File: src/rtl/mode_sequencer.sv
// Three-phase (LOAD/COMPUTE/STORE) sequencer that drives the scalable up counter.
// Optional MODE_SEQ_REPEAT_EN adds rep_i so COMPUTE runs rep_i+1 times.
module mode_sequencer #(
  parameter int CNT_W = 8,
  parameter int PH_W  = 3
) (
  input  logic             clk,
  input  logic             rst,
  input  logic             start_i,
  input  logic [CNT_W-1:0] len_load_i,
  input  logic [CNT_W-1:0] len_comp_i,
  input  logic [CNT_W-1:0] len_store_i,
  input  logic             stall_i,
`ifdef MODE_SEQ_REPEAT_EN
  input  logic [3:0]       rep_i,
`endif
  input  logic             cnt_done_i,
  output logic             cnt_en_o,
  output logic [CNT_W-1:0] cnt_num_o,
  output logic [PH_W-1:0]  phase_o,
  output logic             busy_o,
  output logic             done_o
);

  typedef enum logic [2:0] {
    IDLE, SET_LD, RUN_LD, SET_CP, RUN_CP, SET_ST, RUN_ST, FIN
  } state_t;

  state_t           state, nxt;
  logic [CNT_W-1:0] len_ld, len_cp, len_st;
  logic [CNT_W-1:0] ld_nxt, cp_nxt, st_nxt, num_nxt;
  logic [PH_W-1:0]  phase_nxt;
  logic             accept, run_state, fire;
`ifdef MODE_SEQ_REPEAT_EN
  logic [3:0]       rep_cnt;
`endif

  assign accept    = (state == IDLE) && start_i;
  assign run_state = (state == RUN_LD) || (state == RUN_CP) || (state == RUN_ST);
  assign cnt_en_o  = run_state && !stall_i;
  assign fire      = cnt_en_o && cnt_done_i;

  // Lengths as they will be after this edge, so registered outputs can use them on accept.
  assign ld_nxt = accept ? len_load_i  : len_ld;
  assign cp_nxt = accept ? len_comp_i  : len_cp;
  assign st_nxt = accept ? len_store_i : len_st;

  always_comb begin
    nxt = state;
    case (state)
      IDLE:   if (accept) nxt = SET_LD;
      SET_LD: nxt = (len_ld == '0) ? SET_CP : RUN_LD;
      RUN_LD: if (fire) nxt = SET_CP;
      SET_CP: nxt = (len_cp == '0) ? SET_ST : RUN_CP;
      RUN_CP: if (fire) begin
`ifdef MODE_SEQ_REPEAT_EN
        nxt = (rep_cnt != 4'd0) ? SET_CP : SET_ST;
`else
        nxt = SET_ST;
`endif
      end
      SET_ST: nxt = (len_st == '0) ? FIN : RUN_ST;
      RUN_ST: if (fire) nxt = FIN;
      FIN:    nxt = IDLE;
      default: nxt = IDLE;
    endcase
  end

  always_comb begin
    num_nxt   = '0;
    phase_nxt = '0;
    case (nxt)
      SET_LD, RUN_LD: begin num_nxt = ld_nxt; phase_nxt = PH_W'(1); end
      SET_CP, RUN_CP: begin num_nxt = cp_nxt; phase_nxt = PH_W'(2); end
      SET_ST, RUN_ST: begin num_nxt = st_nxt; phase_nxt = PH_W'(3); end
      FIN:            phase_nxt = PH_W'(4);
      default:        phase_nxt = '0;
    endcase
  end

  // Outputs are registered from the next state so they line up with the state they describe.
  always_ff @(posedge clk) begin
    if (!rst) begin
      state     <= IDLE;
      len_ld    <= '0;
      len_cp    <= '0;
      len_st    <= '0;
      cnt_num_o <= '0;
      phase_o   <= '0;
      busy_o    <= 1'b0;
      done_o    <= 1'b0;
`ifdef MODE_SEQ_REPEAT_EN
      rep_cnt   <= 4'd0;
`endif
    end else begin
      state     <= nxt;
      len_ld    <= ld_nxt;
      len_cp    <= cp_nxt;
      len_st    <= st_nxt;
      cnt_num_o <= num_nxt;
      phase_o   <= phase_nxt;
      busy_o    <= (nxt != IDLE);
      done_o    <= (nxt == FIN);
`ifdef MODE_SEQ_REPEAT_EN
      if (accept)
        rep_cnt <= rep_i;
      else if ((state == RUN_CP) && fire && (rep_cnt != 4'd0))
        rep_cnt <= rep_cnt - 4'd1;
`endif
    end
  end

endmodule
File: config.mk
export PLATFORM = sky130hd
export DESIGN_NAME = mode_sequencer
export DESIGN_NICKNAME = d
export VERILOG_FILES = /design/src/rtl/mode_sequencer.sv
export SDC_FILE = /design/constraint.sdc
export NUM_CORES = 1
export LEC_CHECK = 0
export CAP_MARGIN = 20
export CELL_PAD_IN_SITES_DETAIL_PLACEMENT = 0
export CELL_PAD_IN_SITES_GLOBAL_PLACEMENT = 1
export CORE_MARGIN = 2
export CORE_UTILIZATION = 37
export CTS_CLUSTER_SIZE = 14
export DETAILED_ROUTE_END_ITERATION = 12
export PLACE_DENSITY = 0.77
export SLEW_MARGIN = 20
export SYNTH_ARGS = -nofsm -noshare
export SYNTH_HDL_FRONTEND = slang
export SYNTH_SLANG_ARGS = --single-unit
File: constraint.sdc
create_clock -name clk -period 3.5 [get_ports clk]
set_clock_uncertainty 0.2 [all_clocks]
set_input_delay 0.35 -clock clk [delete_from_list [all_inputs] [get_ports clk]]
set_output_delay 0.35 -clock clk [all_outputs]
set_load 0.01 [all_outputs]
---- Word level (Yosys, flattened, before mapping) ----
Cells that the tools add are included.
word-level totals
  bits in registers ....................... 40
  logic and storage cells ................. 49
cells by class
  equality and inequality tests ........... 14
  mux-type cells .......................... 13
  reduce and logical (&&, ||, !) cells .... 14
operators by type and width
  operator              count
  $eq A3 B3 Y1 const B  8
  $logic_not A8 Y1      3
  $mux W8               3
  $pmux W3 S8           1
  $pmux W8 S3           1
  $eq A3 B2 Y1 const B  4
  $mux W3               4
  $pmux W3 S4           1
  $eq A3 B1 Y1 const B  2
  $reduce_or A2 Y1      3
  $logic_and A1 B1 Y1   3
  $logic_not A3 Y1      1
  $mux W1               3
  $reduce_bool A3 Y1    1
  $logic_or A1 B1 Y1    2
  $logic_not A1 Y1      1

---- Longest topological paths before layout ----
  depth in word-level cells ............... 10
  mapped depth ............................ 10
  gate-level depth less buffers ........... 9

---- Least setup slack after synthesis ----
No wires, ideal clock.
  path kind ............................... flip-flop to flip-flop
  start point ............................. register state[2]
  end point ............................... register cnt_num_o[0]
  arrival time ............................ 2133 ps
  slack ................................... 1053 ps
  cell stages (with the launch flop) ...... 10
  cells stage by stage .................... dfxtp_1 -> nor2_1 -> or3b_1 -> a21oi_1 -> nor3_1 -> ha_1 -> or2_2 -> nand3_1 -> o22ai_1 -> o21a_1
between the ends
  longest elaborated chain between the ends .. 10
  elaborated cells on any way between the ends .. 31
ends and longest elaborated chain
  what                                          line        source
  start: declaration                            29          state_t state, nxt;
  start signal: assignment                      96          state <= nxt;
  $eq A3 B2 Y1 or $eq A3 B3 Y1 (tied branches)  39, 50
  $logic_or A1 B1 Y1 (2 in a row)               39          assign run_state = (state == RUN_LD) || (state == RUN_CP) || (state == RUN_ST);
  $logic_and A1 B1 Y1                           40          assign cnt_en_o = run_state && !stall_i;
  $logic_and A1 B1 Y1                           41          assign fire = cnt_en_o && cnt_done_i;
  $mux W3, on equally long branches             63, 53, 55
  $pmux W3 S8                                   50          case (state)
  $eq A3 B3 Y1 (tied with other cells)          72          case (nxt)
  $reduce_or A2 Y1                              72
  $pmux W8 S3 *                                 72
  end signal: assignment                        100         cnt_num_o <= num_nxt;
  end: declaration                              19          output logic [CNT_W-1:0] cnt_num_o,
Mark *: on every way between the ends. The rest lies on a longest branch, timed or not.
A chain may end at the register's enable or synchronous reset.

---- Worst setup path in the final report ----
  start point ............................. register state[1]
  end point ............................... register cnt_num_o[4]
The elaborated chain is that of the path after synthesis.

==> flow_results.org <==
** Run status
- The flow ran to the end, and the final reports show no timing, DRC or antenna violations.

** Route
- In the routed design, unresolved DRC markers number 0.
- The first routing iteration left 52 violations.
- DRT Wirelength :: 3850 µm
- In the detailed route, the total length drawn on met3 is between 150 and 200 µm.
- Number of routed nets with antenna violations :: 0
- Highest layer used for signal routing :: met4
- In the detailed route, the total length drawn on met2 is 1840 µm.
- The final route contains 1350 vias.
- DR pass1 iterations :: 4
- After detailed routing, the number of vias per cell comes to 5.13.
- Met1 WL :: ~1800 µm
- Routed wire length per instance :: about 15 µm

** Logic synthesis
- After technology mapping, the gate count stands at 169.
- Distinct cells, synth :: 37
- During synthesis, Yosys emitted a total of 0 warnings.
- Of all flip-flops after synthesis, the portion carrying an async set or reset was 0.
- Of the synthesized area, sequential elements account for 0.461.
- Syn Area/Cell :: 10.3 µm²
- Total standard cell area after synthesis :: between 0.0015 and 0.002 mm²
- Dominant cell type by area after synthesis :: dfxtp_1
- Counting flops and latches in the post-synthesis netlist gives 40.
- Most common cell in the synthesized netlist :: dfxtp_1
- Flip-flop cell with the highest count after synthesis :: dfxtp_1
- Yosys attributes the largest share of cell area to dfxtp_1 (46%), mux2i_1 (14%), nor2_1 (6.9%), o21a_1 (3.5%), a21oi_1 (2.9%).
- Count of flip-flops with a built-in enable after synthesis :: 0
- When the netlist entered floorplanning its net count stood at 202.
- The share of synthesized area in the top cell type comes to 0.461.
- In the synthesized netlist, the cells that appear most often are dfxtp_1 (40), nor2_1 (32), mux2i_1 (24).

** Placement
- Setup slack after placement :: 0.557 ns
- The congestion estimate from routability-driven global placement came to 0.883.
- In this run the tool buffered the top-level ports with 42 buffer cells.
- Once detailed placement completed, the half-perimeter wirelength came to 2920 µm.

** Clocking
- The clock passes through at most 2 buffers.
- Maximum level of the CTS H-tree :: 2
- In this run, CTS created clock tree buffers numbering 5.
- TritonCTS built the clock tree.
- The later pin in the worst-skew pair is clocked with a latency of 0.28 ns.
- Clock-pin slew on the worst setup and hold paths :: 0.07 ns
- Clock sinks :: 40
- The cell sitting at the root of the clock tree is a clkbuf_8.
- For this design, the CTS-stage hold fixing added 0 buffers.
- Buffers inserted by post-CTS timing repair :: 0
- Resize count post-CTS :: 0

** Timing
- Number of pins with negative max-slew slack in the final report :: 0
- Transition at the pin with the smallest max-transition slack :: between 0.8 and 0.9 ns
- The number of hold-slack violations in the final timing report is 0.
- Post-route minimum period :: approximately 2.9 ns
- In the finished design, the share of the clock period the worst path needs comes to 0.830.
- After layout, the worst setup slack is 0.593 ns.
- Relative slew slack :: 0.401
- In the final timing run, aggregate negative setup slack is 0 ns.
- Setup repair after global routing left no endpoint under its margin.
- Total setup violations reported at the end of the flow :: 0
- For this run, the top clock speed supported by timing is ~0.34 GHz.

** Worst hold path
- Type of the worst min-delay path :: reg -> reg

** Pwr
- The analysis attributes to cell leakage a power of 0.870 nW.
- Power comes to 1.27 mW.
- Ratio of total power to cell area :: 572 mW/mm²
- Maximum VDD drop :: 0.304 mV

** Setup path
- Cell type of the slowest stage on the worst timing path :: dfxtp_1
- STA classifies the critical path startpoint as a flip-flop.
- On the critical path the largest part of the delay comes from simple AND/OR/NAND/NOR gates.
- Kind of critical path :: reg -> reg
- Of all nets on the critical path, the largest fanout is 9.
- The largest single stage delay on the critical path is 0.60 ns.
- Traced cell by cell, the critical path runs through nor2_1, or3b_1, a21oi_1, nor3_1, ha_1, or2_2, nand3_1, o22ai_1, o21a_1.
- Kind of end point of the critical path :: flip-flop
- STA puts the critical path data arrival time at 2.88 ns.
- At the worst endpoint, the required time is about 3.5 ns.
- The critical path contains buffers and inverters numbering 0 combined.

** Cells and area
- The number of antenna diodes in the final layout is 0.
- Of the cells placed in the final design, the portion with a size suffix greater than 1 is 0.0758.
- Growth of design area from synthesis to finish :: 28.2%
- The final layout contains 244 nets.

** GRT
- Maximum number of pins on one net before global-route repair :: 30
- For this run, the total global-route usage over all layers was measured as 0.160.
- Total overflow reported by the global router :: 0
- The number of global-route vias before repair is 1378.
- First-pass GRT wire length :: 6460 µm
- The number of antenna violations at the first check in global routing came to 0.

** Die
- Die Footprint :: 0.00526 mm²
- DIE WIDTH :: 72.5 µm
- Count of standard-cell rows :: 24
- IO Pins :: 43
- The core region is 0.00444 mm².
- Die Span Y :: 72.5 µm
- Starting Density :: 0.391

** Job
- Max-cap violations in this run came to 0.
[flip-flops by register name (all words and copies together) (netlist names)]
signal / count
phase_o: 3
len_cp: 8
cnt_num_o: 8
done_o: 1
busy_o: 1
len_ld: 8
len_st: 8
state: 3
[power by group]
part	switching [mW]	leakage (nW)	internal, mW	total [mW]
Sequential	0.0463	0.327	0.519	0.566
Combinational	0.224	0.502	0.207	0.431
Clock	0.141	0.0410	0.135	0.276
[worst paths after layout]
kind | slack [ns] | end | start | depth (start not counted)
worst max register to register | 0.59 | cnt_num_o[4]$_SDFF_PN0_ | state[1]$_SDFF_PN0_ | 9
worst max-delay path | 0.59 | cnt_num_o[4]$_SDFF_PN0_ | state[1]$_SDFF_PN0_ | 9
worst min-delay path | 0.33 | len_st[1]$_SDFF_PN0_ | len_st[1]$_SDFF_PN0_ | 2
worst min register to register | 0.33 | len_st[1]$_SDFF_PN0_ | len_st[1]$_SDFF_PN0_ | 2
[worst register-to-register path: cells and delay by family (launching register included)]
kind / cells / cell delay [ns]
compound gates: 3 / 0.60
fa+ha+maj: 1 / 0.22
simple gates: 5 / 1.18
flops: 1 / 0.60
[stage by stage]
| stage | hold slack [ns] | cells | cell area [µm²] | util |
|---|---|---|---|---|
| after floorplan | 0.272 | 169 | 1740 | - |
| after global placement | 0.306 | 256 | 2150 | 0.484 |
| after detailed placement | 0.314 | 256 | 2150 | 0.484 |
| after CTS | 0.332 | 263 | 2230 | 0.501 |
| after global routing | 0.360 | 263 | 2230 | 0.501 |
| final | 0.327 | 263 | 2230 | 0.501 |
[per-layer routing]
layer	GRT usage	vias to the layer above
met4	0.0453	0
met5	0	-
li1	-	680
met2	0.257	35
met3	0.0486	4
met1	0.208	631
[kinds of logic (layout without fill, tap and decap cells)]
logic type      count (synthesis)  count (layout)  share of synthesized area
buf+inv                        11              53                     0.0526
compound gates                 34              34                      0.148
fa+ha+maj                       4               4                     0.0288
xor+xnor                        1               1                    0.00504
mux                            24              24                      0.138
simple gates                   55              55                      0.166
flops                          40              40                      0.461
[cells in the final DEF, fill, tap and decap left out, types with 2 or more instances in the layout]
cell             synthesis  routed
nor4_1                   2       2
clkdlybuf4s50_1          0      42
o21a_1                   8       8
a21oi_1                 10      10
nand4_1                  2       2
dfxtp_1                 40      40
clkbuf_8                 0       5
nor4b_1                  2       2
nor2_1                  32      32
o22ai_1                  8       8
inv_1                    3       3
ha_1                     4       4
nor3_1                   3       3
nand3_1                  2       2
mux2i_1                 24      24
and2_1                   3       3
[layout make-up]
| cell class | instances | area, µm² |
|---|---|---|
| sequential | 40 | 801 |
| inverter | 3 | 11.3 |
| multi-input combinational | 118 | 845 |
| fill | 423 | 2220 |
| clock buffer | 6 | 72.6 |
| clock inverter | 1 | 5.00 |
| timing repair buffer | 43 | 428 |
| tap | 52 | 65.1 |
No activity file was read; power rests on OpenSTA's default activity.
==> edit (same flow settings) <==
Remove the register `cnt_num_o`: a continuous assignment takes its place, so the output `cnt_num_o` follows one clock earlier.
--- a/src/rtl/mode_sequencer.sv
+++ b/src/rtl/mode_sequencer.sv
@@ -85,7 +85,6 @@
       len_ld    <= '0;
       len_cp    <= '0;
       len_st    <= '0;
-      cnt_num_o <= '0;
       phase_o   <= '0;
       busy_o    <= 1'b0;
       done_o    <= 1'b0;
@@ -97,7 +96,6 @@
       len_ld    <= ld_nxt;
       len_cp    <= cp_nxt;
       len_st    <= st_nxt;
-      cnt_num_o <= num_nxt;
       phase_o   <= phase_nxt;
       busy_o    <= (nxt != IDLE);
       done_o    <= (nxt == FIN);
@@ -110,4 +108,6 @@
     end
   end
 
+  assign cnt_num_o = num_nxt;
+
 endmodule
Check against the original RTL: not equivalent (Yosys sat finds a counterexample within 4 cycles, from zero or initial values and one cycle with rst low).
==> edit against the unedited design <==
- worst setup slack got worse by 400 ps
- design area fell by 4.2%
- sequential power fell by 21%
- fmax fell by 12%
- power fell by 5.7%
- critical path type is now reg2out
- clock power fell by 6%
- synthesized area fell by 11%
- register-to-register slack improved by 680 ps
- hold slack improved by 12 ps
- sequential cell count fell by 8
- critical path depth did not move
- wire length fell by 11%
==> edit: results <==
route:
  drt_iter0_drc: 38
  avgViaCountPerCell: 4.99
  dr.max_layer_used: "met4"
  met3_wirelength_um: 192
  wirelength_mm: 3.44
  firstDrtPassIters: 4
  wl_met2_mm: 1.62
  wl_met1_mm: 1.56
status:
  status: "completed"
power:
  internal-power_mw: 0.813
  pg_seq_mw: 0.447
  p_sw_mw: 0.389
  p_leak_nw: 0.808
  p_clk_share_pct: 21.5
  vdd_drop_max_v: 0.000244
global_routing:
  grt_first_pass_wirelength_mm: 5.41
  grt_max_degree: 31
  antenna_found_initial: 0
  met2_usage_pct: 24.5
  grtUsageMet1_pct: 21.2
  first_global_vias: 1177
  grtUsageMet3_pct: 3.90
  track_usage_pct: 16.0
clock_network:
  cts_buffer_depth: 2
  cts_inserted_buffers: 5
  path_clk_slew_ps: 60
  insertion_delay_ps: 280
  htree_levels: 2
  cts_hold_buf: 0
  cts-root-buf: "clkbuf_8"
yosys:
  synthFlopType: "dfxtp_1"
  synth_area_leaders: "dfxtp_1, mux2i_1, nor2b_1"
  ys_warn_count: 0
  synth_cell_types: 36
  synth_fp_nets: 179
  synth_common_cells: "dfxtp_1, nor2b_1, mux2i_1"
  syn_inst: 146
  ys_seq_area_share_pct: 41.3
  async_flop_share_pct: 0
timing:
  max_slew_margin_pct: 43.9
placement:
  hpwlAfterDp_mm: 2.61
  placed_cell_area_um2: 2010
  place_ws_ps: -73.0
  finalWeightedCongestion: 0.757
  io_buffers: 42
finish:
  multi_input_area_um2: 880
  final_layout_size_suffix_gt1_share_pct: 12.0
  top_regs: "len_cp: 8 flops, len_ld: 8 flops, len_st: 8 flops"
  diodes: 0
  final_cells: 242
  fill_cells: 374
  final_nets: 225
worst_setup_path:
  arrival_ps: 2760
  crit_fanout: 9
min_path:
  hp-class: "reg2reg"
-- edit: changes by cell type in the layout (fill, tap and decap cells not counted), moves of 7 or more --
| cell | change |
|---|---|
| nor2_1 | -29 |
| nor2b_1 | +25 |
| a21oi_1 | -10 |
| dfxtp_1 | -10 |
| nand2b_1 | +8 |
| o21a_1 | -8 |
| o221ai_1 | +7 |
| o22ai_1 | -7 |
-- edit: final cells by class --
type	instances	area share, %
Multi-Input combinational cell	105	41.2
Sequential cell	32	30.1
Timing Repair Buffer	46	21.7
Clock buffer	6	3.40
Tap cell	50	2.93
Inverter	2	0.352
Clock inverter	1	0.235
-- edit: worst max-delay path, cell delays in order (launching register included) --
cell             delay (ps)
dfxtp_1                 300
buf_4                   160
and4bb_2                220
nand3_1                  80
inv_1                    70
or3_1                   390
ha_1                    260
mux2i_4                 300
o221ai_1                180
clkdlybuf4s50_1         510
-- edit: what timing repair did --
item                       in CTS  in global routing
pin swaps                       0                  1
setup buffers                   0                  0
gates resized for setup         1                  8
setup endpoints to repair       8                  8
-- edit: worst paths after layout --
path,from,to,slack [ps],cells past startpoint
worst max-delay path,state[0],cnt_num_o[4],190,9
worst min-delay path,len_ld[2],len_ld[2],340,2
worst max register to register,state[0],phase_o[1],1270,8
worst min register to register,len_ld[2],len_ld[2],340,2
-- edit: cell families (layout without fill, tap and decap cells) --
| logic type | count (synthesis) | after routing | share of synthesized area, % |
|---|---|---|---|
| AO/OA/AOI/OAI | 17 | 17 | 9.20 |
| XOR/XNOR | 1 | 1 | 0.565 |
| adder cells (fa/ha/maj) | 4 | 4 | 3.23 |
| buffers and inverters | 9 | 55 | 5.00 |
| flip-flops | 32 | 32 | 41.3 |
| multiplexers | 25 | 25 | 16.9 |
| AND/OR/NAND/NOR | 58 | 58 | 23.7 |
